`config.mk`:
```
export PLATFORM = sky130hd
export DESIGN_NAME = moving_average_param_flat
export DESIGN_NICKNAME = d
export VERILOG_FILES = /design/src/rtl/moving_average_param_if.sv /design/src/rtl/moving_average_param.sv /design/src/flat_wrapper.sv
export SDC_FILE = /design/constraint.sdc
export NUM_CORES = 1
export LEC_CHECK = 0
export CORE_UTILIZATION = 55
export DETAILED_ROUTE_END_ITERATION = 10
export GPL_TIMING_DRIVEN = 0
export PLACE_DENSITY = 0.75
export SLEW_MARGIN = 20
export SYNTH_ARGS = -nofsm -noshare
export SYNTH_HDL_FRONTEND = slang
export SYNTH_SLANG_ARGS = --single-unit
export TNS_END_PERCENT = 5
```
`constraint.sdc`:
```
create_clock -name clk -period 7.9 [get_ports clk]
set_input_delay 1.58 -clock clk [delete_from_list [all_inputs] [get_ports clk]]
set_output_delay 1.58 -clock clk [all_outputs]
set_load 0.02 [all_outputs]
```
`src/rtl/moving_average_param_if.sv`:
```
// Sample/result bundle of the parameterised moving-average filter.
// master drives samples and control, slave is the filter.
interface moving_average_param_if #(
   parameter int unsigned DATA_W = 16
);
   logic                     enable;
   logic                     clear;
   logic                     data_refresh;
   logic signed [DATA_W-1:0] din;
   logic [2:0]               mode;
   logic                     output_refresh_mode;
   logic signed [DATA_W-1:0] dout;
   logic                     output_pulse;
   logic                     fill_done;

   modport master (
      output enable, clear, data_refresh, din, mode, output_refresh_mode,
      input  dout, output_pulse, fill_done
   );

   modport slave (
      input  enable, clear, data_refresh, din, mode, output_refresh_mode,
      output dout, output_pulse, fill_done
   );
endinterface

```
`src/rtl/moving_average_param.sv`:
```
// Power-of-two window moving average over a circular sample buffer.
// Define MAVG_ROUND_EN to round half up instead of flooring the average.
module moving_average_param #(
   parameter int unsigned DATA_W   = 16,
   parameter int unsigned LOG2_MAX = 4
) (
   input  logic                  clk,
   input  logic                  rst_n,
   moving_average_param_if.slave bus
);
   localparam int unsigned DEPTH = 1 << LOG2_MAX;
   localparam int unsigned SUM_W = DATA_W + LOG2_MAX;
   localparam int unsigned CNT_W = LOG2_MAX + 1;

   localparam logic [0:0] S_FILL = 1'b0;
   localparam logic [0:0] S_RUN  = 1'b1;

   logic [0:0]               state_q, state_d;
   logic signed [SUM_W-1:0]  sum_q, sum_d;
   logic [CNT_W-1:0]         fill_q, fill_d;
   logic [CNT_W-1:0]         dec_q, dec_d;
   logic [LOG2_MAX-1:0]      wptr_q;
   logic [2:0]               mode_q, mode_d;
   logic signed [DATA_W-1:0] dout_q, dout_d;
   logic                     pulse_q, pulse_d;
   logic                     done_q, done_d;
   logic signed [DATA_W-1:0] mem_q [DEPTH];

   logic [2:0]               mode_clamp_c;
   logic                     restart_c;
   logic                     wr_en_c;
   logic [CNT_W-1:0]         win_n_c;
   logic [LOG2_MAX-1:0]      oldest_idx_c;
   logic signed [SUM_W-1:0]  din_ext_c;
   logic signed [SUM_W-1:0]  oldest_ext_c;

   // Divide the running sum by the window size with an arithmetic shift.
   function automatic logic signed [DATA_W-1:0] scale(
      input logic signed [SUM_W-1:0] s,
      input logic [2:0]              sh
   );
      logic signed [SUM_W:0] t;
      t = (SUM_W+1)'(s);
`ifdef MAVG_ROUND_EN
      if (sh != 3'd0) begin
         logic signed [SUM_W:0] half;
         half = (SUM_W+1)'(1) << (sh - 3'd1);
         t    = t + half;
      end
`endif
      t = t >>> sh;
      return t[DATA_W-1:0];
   endfunction

   assign mode_clamp_c = (bus.mode > 3'(LOG2_MAX)) ? 3'(LOG2_MAX) : bus.mode;
   assign restart_c    = bus.clear || (mode_q != mode_clamp_c);
   assign win_n_c      = CNT_W'(1) << mode_q;
   // Oldest sample of the window still sits N slots behind the write pointer.
   assign oldest_idx_c = wptr_q - win_n_c[LOG2_MAX-1:0];
   assign din_ext_c    = SUM_W'(bus.din);
   assign oldest_ext_c = SUM_W'(mem_q[oldest_idx_c]);

   // Next-state and output decode.
   always_comb begin
      state_d = state_q;
      sum_d   = sum_q;
      fill_d  = fill_q;
      dec_d   = dec_q;
      mode_d  = mode_q;
      dout_d  = dout_q;
      pulse_d = 1'b0;
      done_d  = done_q;
      wr_en_c = 1'b0;

      if (bus.enable) begin
         wr_en_c = bus.data_refresh;
         if (restart_c) begin
            mode_d  = mode_clamp_c;
            state_d = S_FILL;
            sum_d   = '0;
            fill_d  = '0;
            dec_d   = '0;
            done_d  = 1'b0;
            if (bus.data_refresh) begin
               // Coincident sample opens the new fill without a pulse.
               sum_d  = din_ext_c;
               fill_d = CNT_W'(1);
               if (mode_clamp_c == 3'd0) begin
                  state_d = S_RUN;
                  done_d  = 1'b1;
               end
            end
         end else if (bus.data_refresh) begin
            case (state_q)
               S_FILL: begin
                  sum_d  = sum_q + din_ext_c;
                  fill_d = fill_q + CNT_W'(1);
                  if (fill_d == win_n_c) begin
                     state_d = S_RUN;
                     done_d  = 1'b1;
                     dec_d   = '0;
                     pulse_d = 1'b1;
                     dout_d  = scale(sum_d, mode_q);
                  end
               end
               default: begin
                  sum_d   = sum_q + din_ext_c - oldest_ext_c;
                  dec_d   = ((dec_q + CNT_W'(1)) == win_n_c) ? '0 : dec_q + CNT_W'(1);
                  pulse_d = bus.output_refresh_mode || (dec_d == '0);
                  if (pulse_d) dout_d = scale(sum_d, mode_q);
               end
            endcase
         end
      end
   end

   // State, accumulator and output registers.
   always_ff @(posedge clk or negedge rst_n) begin
      if (!rst_n) begin
         state_q <= S_FILL;
         sum_q   <= '0;
         fill_q  <= '0;
         dec_q   <= '0;
         mode_q  <= '0;
         wptr_q  <= '0;
         dout_q  <= '0;
         pulse_q <= 1'b0;
         done_q  <= 1'b0;
      end else begin
         state_q <= state_d;
         sum_q   <= sum_d;
         fill_q  <= fill_d;
         dec_q   <= dec_d;
         mode_q  <= mode_d;
         dout_q  <= dout_d;
         pulse_q <= pulse_d;
         done_q  <= done_d;
         if (wr_en_c) wptr_q <= wptr_q + LOG2_MAX'(1);
      end
   end

   // Sample history; survives restarts, cleared only by reset.
   always_ff @(posedge clk or negedge rst_n) begin
      if (!rst_n) begin
         mem_q <= '{default: '0};
      end else if (wr_en_c) begin
         mem_q[wptr_q] <= bus.din;
      end
   end

   assign bus.dout         = dout_q;
   assign bus.output_pulse = pulse_q;
   assign bus.fill_done    = done_q;
endmodule

```
`src/flat_wrapper.sv`:
```
// flat-port wrapper written by rule: the top's interface ports become plain ports
module moving_average_param_flat 
#(
   parameter int unsigned DATA_W   = 16,
   parameter int unsigned LOG2_MAX = 4
)
  (clk, rst_n, bus_enable, bus_clear, bus_data_refresh, bus_din, bus_mode, bus_output_refresh_mode, bus_dout, bus_output_pulse, bus_fill_done);
  moving_average_param_if #(.DATA_W(DATA_W)) bus_i ();
  input  logic clk;
  input  logic rst_n;
  input wire logic [$bits(bus_i.enable)-1:0] bus_enable;
  input wire logic [$bits(bus_i.clear)-1:0] bus_clear;
  input wire logic [$bits(bus_i.data_refresh)-1:0] bus_data_refresh;
  input wire logic [$bits(bus_i.din)-1:0] bus_din;
  input wire logic [$bits(bus_i.mode)-1:0] bus_mode;
  input wire logic [$bits(bus_i.output_refresh_mode)-1:0] bus_output_refresh_mode;
  output wire logic [$bits(bus_i.dout)-1:0] bus_dout;
  output wire logic [$bits(bus_i.output_pulse)-1:0] bus_output_pulse;
  output wire logic [$bits(bus_i.fill_done)-1:0] bus_fill_done;
  assign bus_i.enable = bus_enable;
  assign bus_i.clear = bus_clear;
  assign bus_i.data_refresh = bus_data_refresh;
  assign bus_i.din = bus_din;
  assign bus_i.mode = bus_mode;
  assign bus_i.output_refresh_mode = bus_output_refresh_mode;
  assign bus_dout = bus_i.dout;
  assign bus_output_pulse = bus_i.output_pulse;
  assign bus_fill_done = bus_i.fill_done;
  moving_average_param #(.DATA_W(DATA_W), .LOG2_MAX(LOG2_MAX)) u_core (.clk(clk), .rst_n(rst_n), .bus(bus_i));
endmodule
```
======== Yosys cells after proc, flatten, opt, wreduce, memory -nomap -nowiden ========
Index checks and enable logic that the tools add are counted.
storage, ports and cells
  register bits ........................... 312
  input bits .............................. 25
  word-level logic and storage cells ...... 99
cells by class
  add/subtract/negate cells ............... 6
  $lt $le $gt $ge ......................... 4
  eq/ne operators ......................... 5
  shift-type cells ........................ 3
  multiplexer cells ....................... 38
  bitwise gates (word level) .............. 3
  reduce and logical (&&, ||, !) cells .... 15
operator list
  cell                 number
  $bwmux 256           1
  $mux 16              6
  $mux 20              4
  $bmux 16 s4          1
  $demux 16 s4         1
  $mux 5               8
  $sshr 20x3->16       2
  $add 20x16->20       1
  $sub 20x16->20       1
  $mux 1               16
  $add 5x1->5 const B  2
  $eq 5x5->1           2
  $ge 5x5->1 const B   2
  $not 4->5            2
  $reduce_and 3->1     2
  $reduce_bool 2->1    3
  $logic_not 5->1      1
  $lt 5x1->1 const B   1
  $reduce_and 5->1     1
  $shl 1x3->5 const A  1
  $add 4x1->4 const B  1
  $ne 2x2->1 const B   2
  $reduce_and 2->1     2
  $reduce_and 4->1     1
  other kinds (9)      10

======== Depth between registers and ports, before layout ========
  word-level depth ........................ 10
  depth in mapped cells ................... 24
  gate-level depth less buffers ........... 21

======== Least setup slack after synthesis ========
No wires, ideal clock.
  path type ............................... input-to-reg
  start point ............................. input port bus_din[1]
  end point ............................... register u_core.dout_q[10] (netlist: u_core.bus.dout[10])
  arrival time ............................ 5.680 ns
  path slack .............................. 2.094 ns
  stages on the path ...................... 18
  path through ............................ inv_1 > clkbuf_1 > fa_1 > nand2b_1 > a21oi_2 > o211ai_1 > or3_1 > nand3_1 > ha_1 > buf_2 > a21o_1 > or4_1 > o21ai_1 > o21ai_0 > xnor2_1 > a221o_1 > mux2_2 > a221o_1
on the way
  cells in the longest elaborated chain, start to end .. 5
  elaborated cells on any way between the ends .. 7
  classes of those cells .................. add/sub (2); shift (2); mux (3)
ends and longest elaborated chain
  item                  line                                                     RTL
  from (decl)           flat_wrapper.sv:14                                       input wire logic [$bits(bus_i.din)-1:0] bus_din;
  $add 20x16->20 (*)    moving_average_param.sv:96, moving_average_param.sv:107
  $sub 20x16->20        moving_average_param.sv:107                              sum_d = sum_q + din_ext_c - oldest_ext_c;
  $sshr 20x3->16        moving_average_param.sv:51                               t = t >>> sh;
  $mux 16               moving_average_param.sv:110                              if (pulse_d) dout_d = scale(sum_d, mode_q);
  $mux 16 (*)           moving_average_param.sv:94                               case (state_q)
  to (signal assigned)  moving_average_param.sv:135                              dout_q <= dout_d;
  to (decl)             moving_average_param.sv:24                               logic signed [DATA_W-1:0] dout_q, dout_d;
Mark *: on every way between the ends. The rest lies on a longest branch, timed or not. The select of a mux whose other input is x is not followed.
A chain may end at the register's enable or synchronous reset.

======== Worst setup path after layout ========
  start point ............................. register u_core.mode_q[1]
  end point ............................... register u_core.dout_q[10] (netlist: u_core.bus.dout[10])
on the way
  cells in the longest elaborated chain, start to end .. 10
  elaborated cells on any way between the ends .. 23
  classes of those cells .................. add/sub (2); eq/ne (4); shift (3); mux (7); bitwise (2); reduce/logical (5)
ends and longest elaborated chain
  item                                         line                         RTL
  from (decl)                                  moving_average_param.sv:23   logic [2:0] mode_q, mode_d;
  from (signal assigned)                       moving_average_param.sv:134  mode_q <= mode_d;
  $shl 1x3->5                                  moving_average_param.sv:57   assign win_n_c = CNT_W'(1) << mode_q;
  $sub 4x4->4                                  moving_average_param.sv:59   assign oldest_idx_c = wptr_q - win_n_c[LOG2_MAX-1:0];
  $not 4->5 (not written as such)              moving_average_param.sv:61   assign oldest_ext_c = SUM_W'(mem_q[oldest_idx_c]);
  $bmux 16 s4                                  moving_average_param.sv:61
  $mux 16 (not written as such) (2 in series)  moving_average_param.sv:61
  $sub 20x16->20                               moving_average_param.sv:107
  $sshr 20x3->16                               moving_average_param.sv:51
  $mux 16                                      moving_average_param.sv:110
  $mux 16                                      moving_average_param.sv:94
Parallel ways exist; a longest one is shown, timed or not. The select of a mux whose other input is x is not followed.

==> out/qor.txt <==
RUN STATUS
----------------------------------------------------------------------------------
Outcome                                                               finished, violations left
Violated checks                                                                DRC

WORST SETUP PATH
----------------------------------------------------------------------------------
Sort of element at the start of the critical path                             flop
Arrival time at the worst endpoint                                         7.89 ns
Crit-path cells                                                       buf_1 > inv_2 > buf_1 > nand3_1 > fa_1 > clkbuf_1 > buf_1 > mux4_2 > nor2b_1 > a211oi_1 > a21oi_1 > ha_1 > inv_1 > fa_1 > a211o_1 > a21oi_1 > a2111oi_1 > o32a_1 > mux2i_1 > mux2_2 > mux2_2 > a221o_1
Highest cell delay on the worst timing path                                0.85 ns
Setup CP Type                                                           reg -> reg
CP Buf/Inv Count                                                                 6
Peak fanout along the critical path                                             10
CP endpoint kind                                                              flop
Family with the most delay on the worst path                          buffers and inverters
Required arrival time at the worst endpoint                                8.32 ns
Cell seen most often among critical-path stages                       sky130_fd_sc_hd__buf_1
Cell with the biggest individual delay on the critical path           sky130_fd_sc_hd__a2111oi_1

YOSYS
----------------------------------------------------------------------------------
Cell type contributing the most total cell area after synthesis       sky130_fd_sc_hd__dfrtp_1
Synthesized area divided by synthesized cell count                       11.8 um^2
Warnings, synthesis                                                              0
Net count of the mapped netlist                                               1547
Flop and latch count out of synthesis                                          312
Total standard cell area after synthesis                                17400 um^2
Post-synth top area share                                                    44.8%
Sequential-to-total area share from yosys stat                               44.8%
Fraction of registers with async set/reset                                    100%
Biggest area contributors in the synthesized netlist                  sky130_fd_sc_hd__dfrtp_1 (45%), sky130_fd_sc_hd__mux2_2 (17%), sky130_fd_sc_hd__mux4_2 (8.8%)
Synth Instances                                                               1472
Count of flip-flops with a built-in enable after synthesis                       0
Number of distinct library cells after synthesis                                76
Most common flop cell mapped by yosys                                 sky130_fd_sc_hd__dfrtp_1

PWR
----------------------------------------------------------------------------------
Combinational share of power                                                 55.0%
Static leakage                                                             8.78 nW
Sw frac                                                                      40.4%
Clock power share                                                            17.8%
Maximum vdd drop                                                          0.273 mV
Seq pwr share                                                                27.3%
Power density cells                                                    476 nW/um^2
Sw power                                                                   3.76 mW
Internal power                                                             5.55 mW

FLOORPLAN
----------------------------------------------------------------------------------
Site Rows                                                                       64
I/O pins                                                                        43
Initial cell density of the core                                             56.5%
Die area                                                                32400 um^2
Die X                                                                       180 um
Core area                                                               30800 um^2
Die Ht                                                                      180 um

FINISH
----------------------------------------------------------------------------------
Share of final-layout standard cells stronger than drive strength 1          25.9%
Fillers                                                                       2346
Antenna cell count                                                               0
Net count reported at finish                                                  1629
Final design area excluding fillers                                     19600 um^2
Syn-to-layout area delta                                                     12.4%

CTS
----------------------------------------------------------------------------------
Number of hold-repair buffers added at the cts stage                             0
H-tree Lvls                                                                      2
CTS tree                                                                       yes
Number of buffers created by CTS                                                35
Number of setup buffers added after CTS                                          0
Reg clk slew, reported paths                                               0.06 ns
Later-pin clock latency in the skew report                                 0.53 ns
Root buffer selected by CTS                                           sky130_fd_sc_hd__clkbuf_16
Sinks on Clock Net                                                             312
Post-cts sizing count                                                            0
Max clock buf depth                                                              3

DRT
----------------------------------------------------------------------------------
Post-route antenna net violation count                                           0
Initial drt markers                                                            985
Remaining routing DRC violations                                                 7
Detailed-router iteration count before antenna repair                            9
Routed wire per std cell                                                   23.1 um
Aggregate routed wire length                                               45.5 mm
Via count                                                                    12496
Routed vias/inst                                                              6.35

PLACED DESIGN
----------------------------------------------------------------------------------
Number of buffers inserted by port buffering                                    42
Global placer's final weighted congestion                                    0.947
Half-perimeter wire length of the detailed placement result                32.5 mm
Cell area reported after detailed placement                             18400 um^2

TIMING
----------------------------------------------------------------------------------
Transition time at the pin with the least slew margin                      1.07 ns
Max Clock Skew                                                           0.0215 ns
Tightest slew margin relative to the limit                                   28.5%
Setup total negative slack                                                    0 ns
Minimum clock period                                                       7.47 ns
Final period util                                                            94.6%
Number of max-slew violations in the final report                                0
Number of failing hold endpoints at the final stage                              0
Setup repair after global routing missed its margin                             no
Total setup violations reported at the end of the flow                           0
Maximum operating frequency                                                134 MHz

WORST HOLD PATH
----------------------------------------------------------------------------------
Type of the tightest min-delay check                                    reg -> reg

JOB
----------------------------------------------------------------------------------
Max Cap Viol                                                                     0

GLOBAL ROUTE
----------------------------------------------------------------------------------
Number of antenna violations at the first check in global routing                0
First-pass GRT wire length                                                 72.4 mm
Vias in the first global route                                               12746
GRT Total Usage                                                              28.8%
Pin count of the biggest net entering global routing                           102
Total congestion overflow after global routing                                   0

==> synthesized netlist by cell type (13+ instances only) <==
master / count
sky130_fd_sc_hd__a21o_1: 13
sky130_fd_sc_hd__a21oi_1: 71
sky130_fd_sc_hd__clkbuf_1: 71
sky130_fd_sc_hd__dfrtp_1: 312
sky130_fd_sc_hd__ha_1: 47
sky130_fd_sc_hd__inv_1: 24
sky130_fd_sc_hd__mux2_2: 258
sky130_fd_sc_hd__mux2i_1: 45
sky130_fd_sc_hd__mux4_2: 68
sky130_fd_sc_hd__nand2_1: 129
sky130_fd_sc_hd__nand2b_1: 15
sky130_fd_sc_hd__nand3_1: 25
sky130_fd_sc_hd__nor2_1: 64
sky130_fd_sc_hd__o21ai_0: 72
sky130_fd_sc_hd__xnor2_1: 25
sky130_fd_sc_hd__xor2_1: 17
==> registers in the layout, indices dropped and copies added, names as in the netlist, 3 cells and up <==
register / flops
u_core.fill_q: 5
u_core.wptr_q: 4
u_core.bus.dout: 16
u_core.mode_q: 3
u_core.sum_q: 20
u_core.mem_q: 256
u_core.dec_q: 5
==> placed cells by master (no fill, tap or decap), types with 41 or more instances in the layout <==
cell type / Yosys / routed
sky130_fd_sc_hd__o21ai_0: 72 / 72
sky130_fd_sc_hd__ha_1: 47 / 47
sky130_fd_sc_hd__dfrtp_1: 312 / 312
sky130_fd_sc_hd__nor2_1: 64 / 64
sky130_fd_sc_hd__mux2_2: 258 / 258
sky130_fd_sc_hd__mux4_2: 68 / 68
sky130_fd_sc_hd__nand2_1: 129 / 129
sky130_fd_sc_hd__clkdlybuf4s50_1: 0 / 41
sky130_fd_sc_hd__clkbuf_1: 71 / 75
sky130_fd_sc_hd__a21oi_1: 71 / 71
sky130_fd_sc_hd__mux2i_1: 45 / 45
==> final timing paths <==
path,startpoint,to,slack (ns),cells past startpoint
setup / recovery,u_core.mode_q[1],u_core.bus.dout[10],0.43,22
hold / removal,u_core.bus.dout[0],u_core.bus.dout[0],0.48,1
setup reg to reg,u_core.mode_q[1],u_core.bus.dout[10],0.43,22
hold reg to reg,u_core.bus.dout[0],u_core.bus.dout[0],0.48,1
max in group asynchronous,rst_n,u_core.mem_q[234],5.75,3
min in group asynchronous,rst_n,u_core.sum_q[19],0.91,1
==> kinds of logic after synthesis <==
kind of cell	after synthesis	share of synthesized area, %
fa+ha+maj	50	3.72
xor+xnor	43	2.24
buf+inv	119	2.69
mux	371	28.1
flops	312	44.8
simple gates	299	7.85
compound gates	278	10.6
==> metal layers <==
metal / global-route usage [%] / part of all wire [%] / vias to the layer above
met1: 38.3 / 42 / 6334
met4: 10.7 / 3.4 / 0
met2: 47.9 / 48 / 432
met3: 4.52 / 6.0 / 114
met5: 0 / 0 / -
li1: - / - / 5616
==> final cells by class <==
type,instances,area [um^2],area share (%)
repair buffers,45,508,2.60
clock inverters,9,141,0.722
multi-input cells,1041,9140,46.7
flip-flops and latches,312,7810,39.9
inverters,28,105,0.537
well taps,396,495,2.53
clock buffers,47,1010,5.17
plain buffers,91,367,1.87
==> per-stage QoR <==
stage / worst slack [ns] / util (%) / power [mW] / std cells / hold slack (ns)
floorplan: 2.09 / - / 6.19 / 1472 / 0.445
global placement: -8.04 / 59.5 / 7.42 / 1910 / 0.458
detailed placement: 0.640 / 59.7 / 7.56 / 1913 / 0.469
CTS: 0.592 / 63.5 / 9.26 / 1969 / 0.479
global route: 0.209 / 63.5 / 9.86 / 1969 / 0.488
finish: 0.429 / 63.5 / 9.31 / 1969 / 0.477
==> power groups by stage <==
| stage | Clock (mW) | Combinational, mW | Sequential (mW) |
|---|---|---|---|
| 5_1_grt | 1.74 | 5.52 | 2.61 |
| 6_report | 1.65 | 5.12 | 2.54 |
| 3_3_place_gp | 0 | 4.91 | 2.51 |
| 4_1_cts | 1.67 | 5.06 | 2.53 |
| 2_1_floorplan | 0 | 3.70 | 2.48 |
| 3_5_place_dp | 0 | 5.01 | 2.55 |
Note: power is estimated with default switching activity, not from simulation.
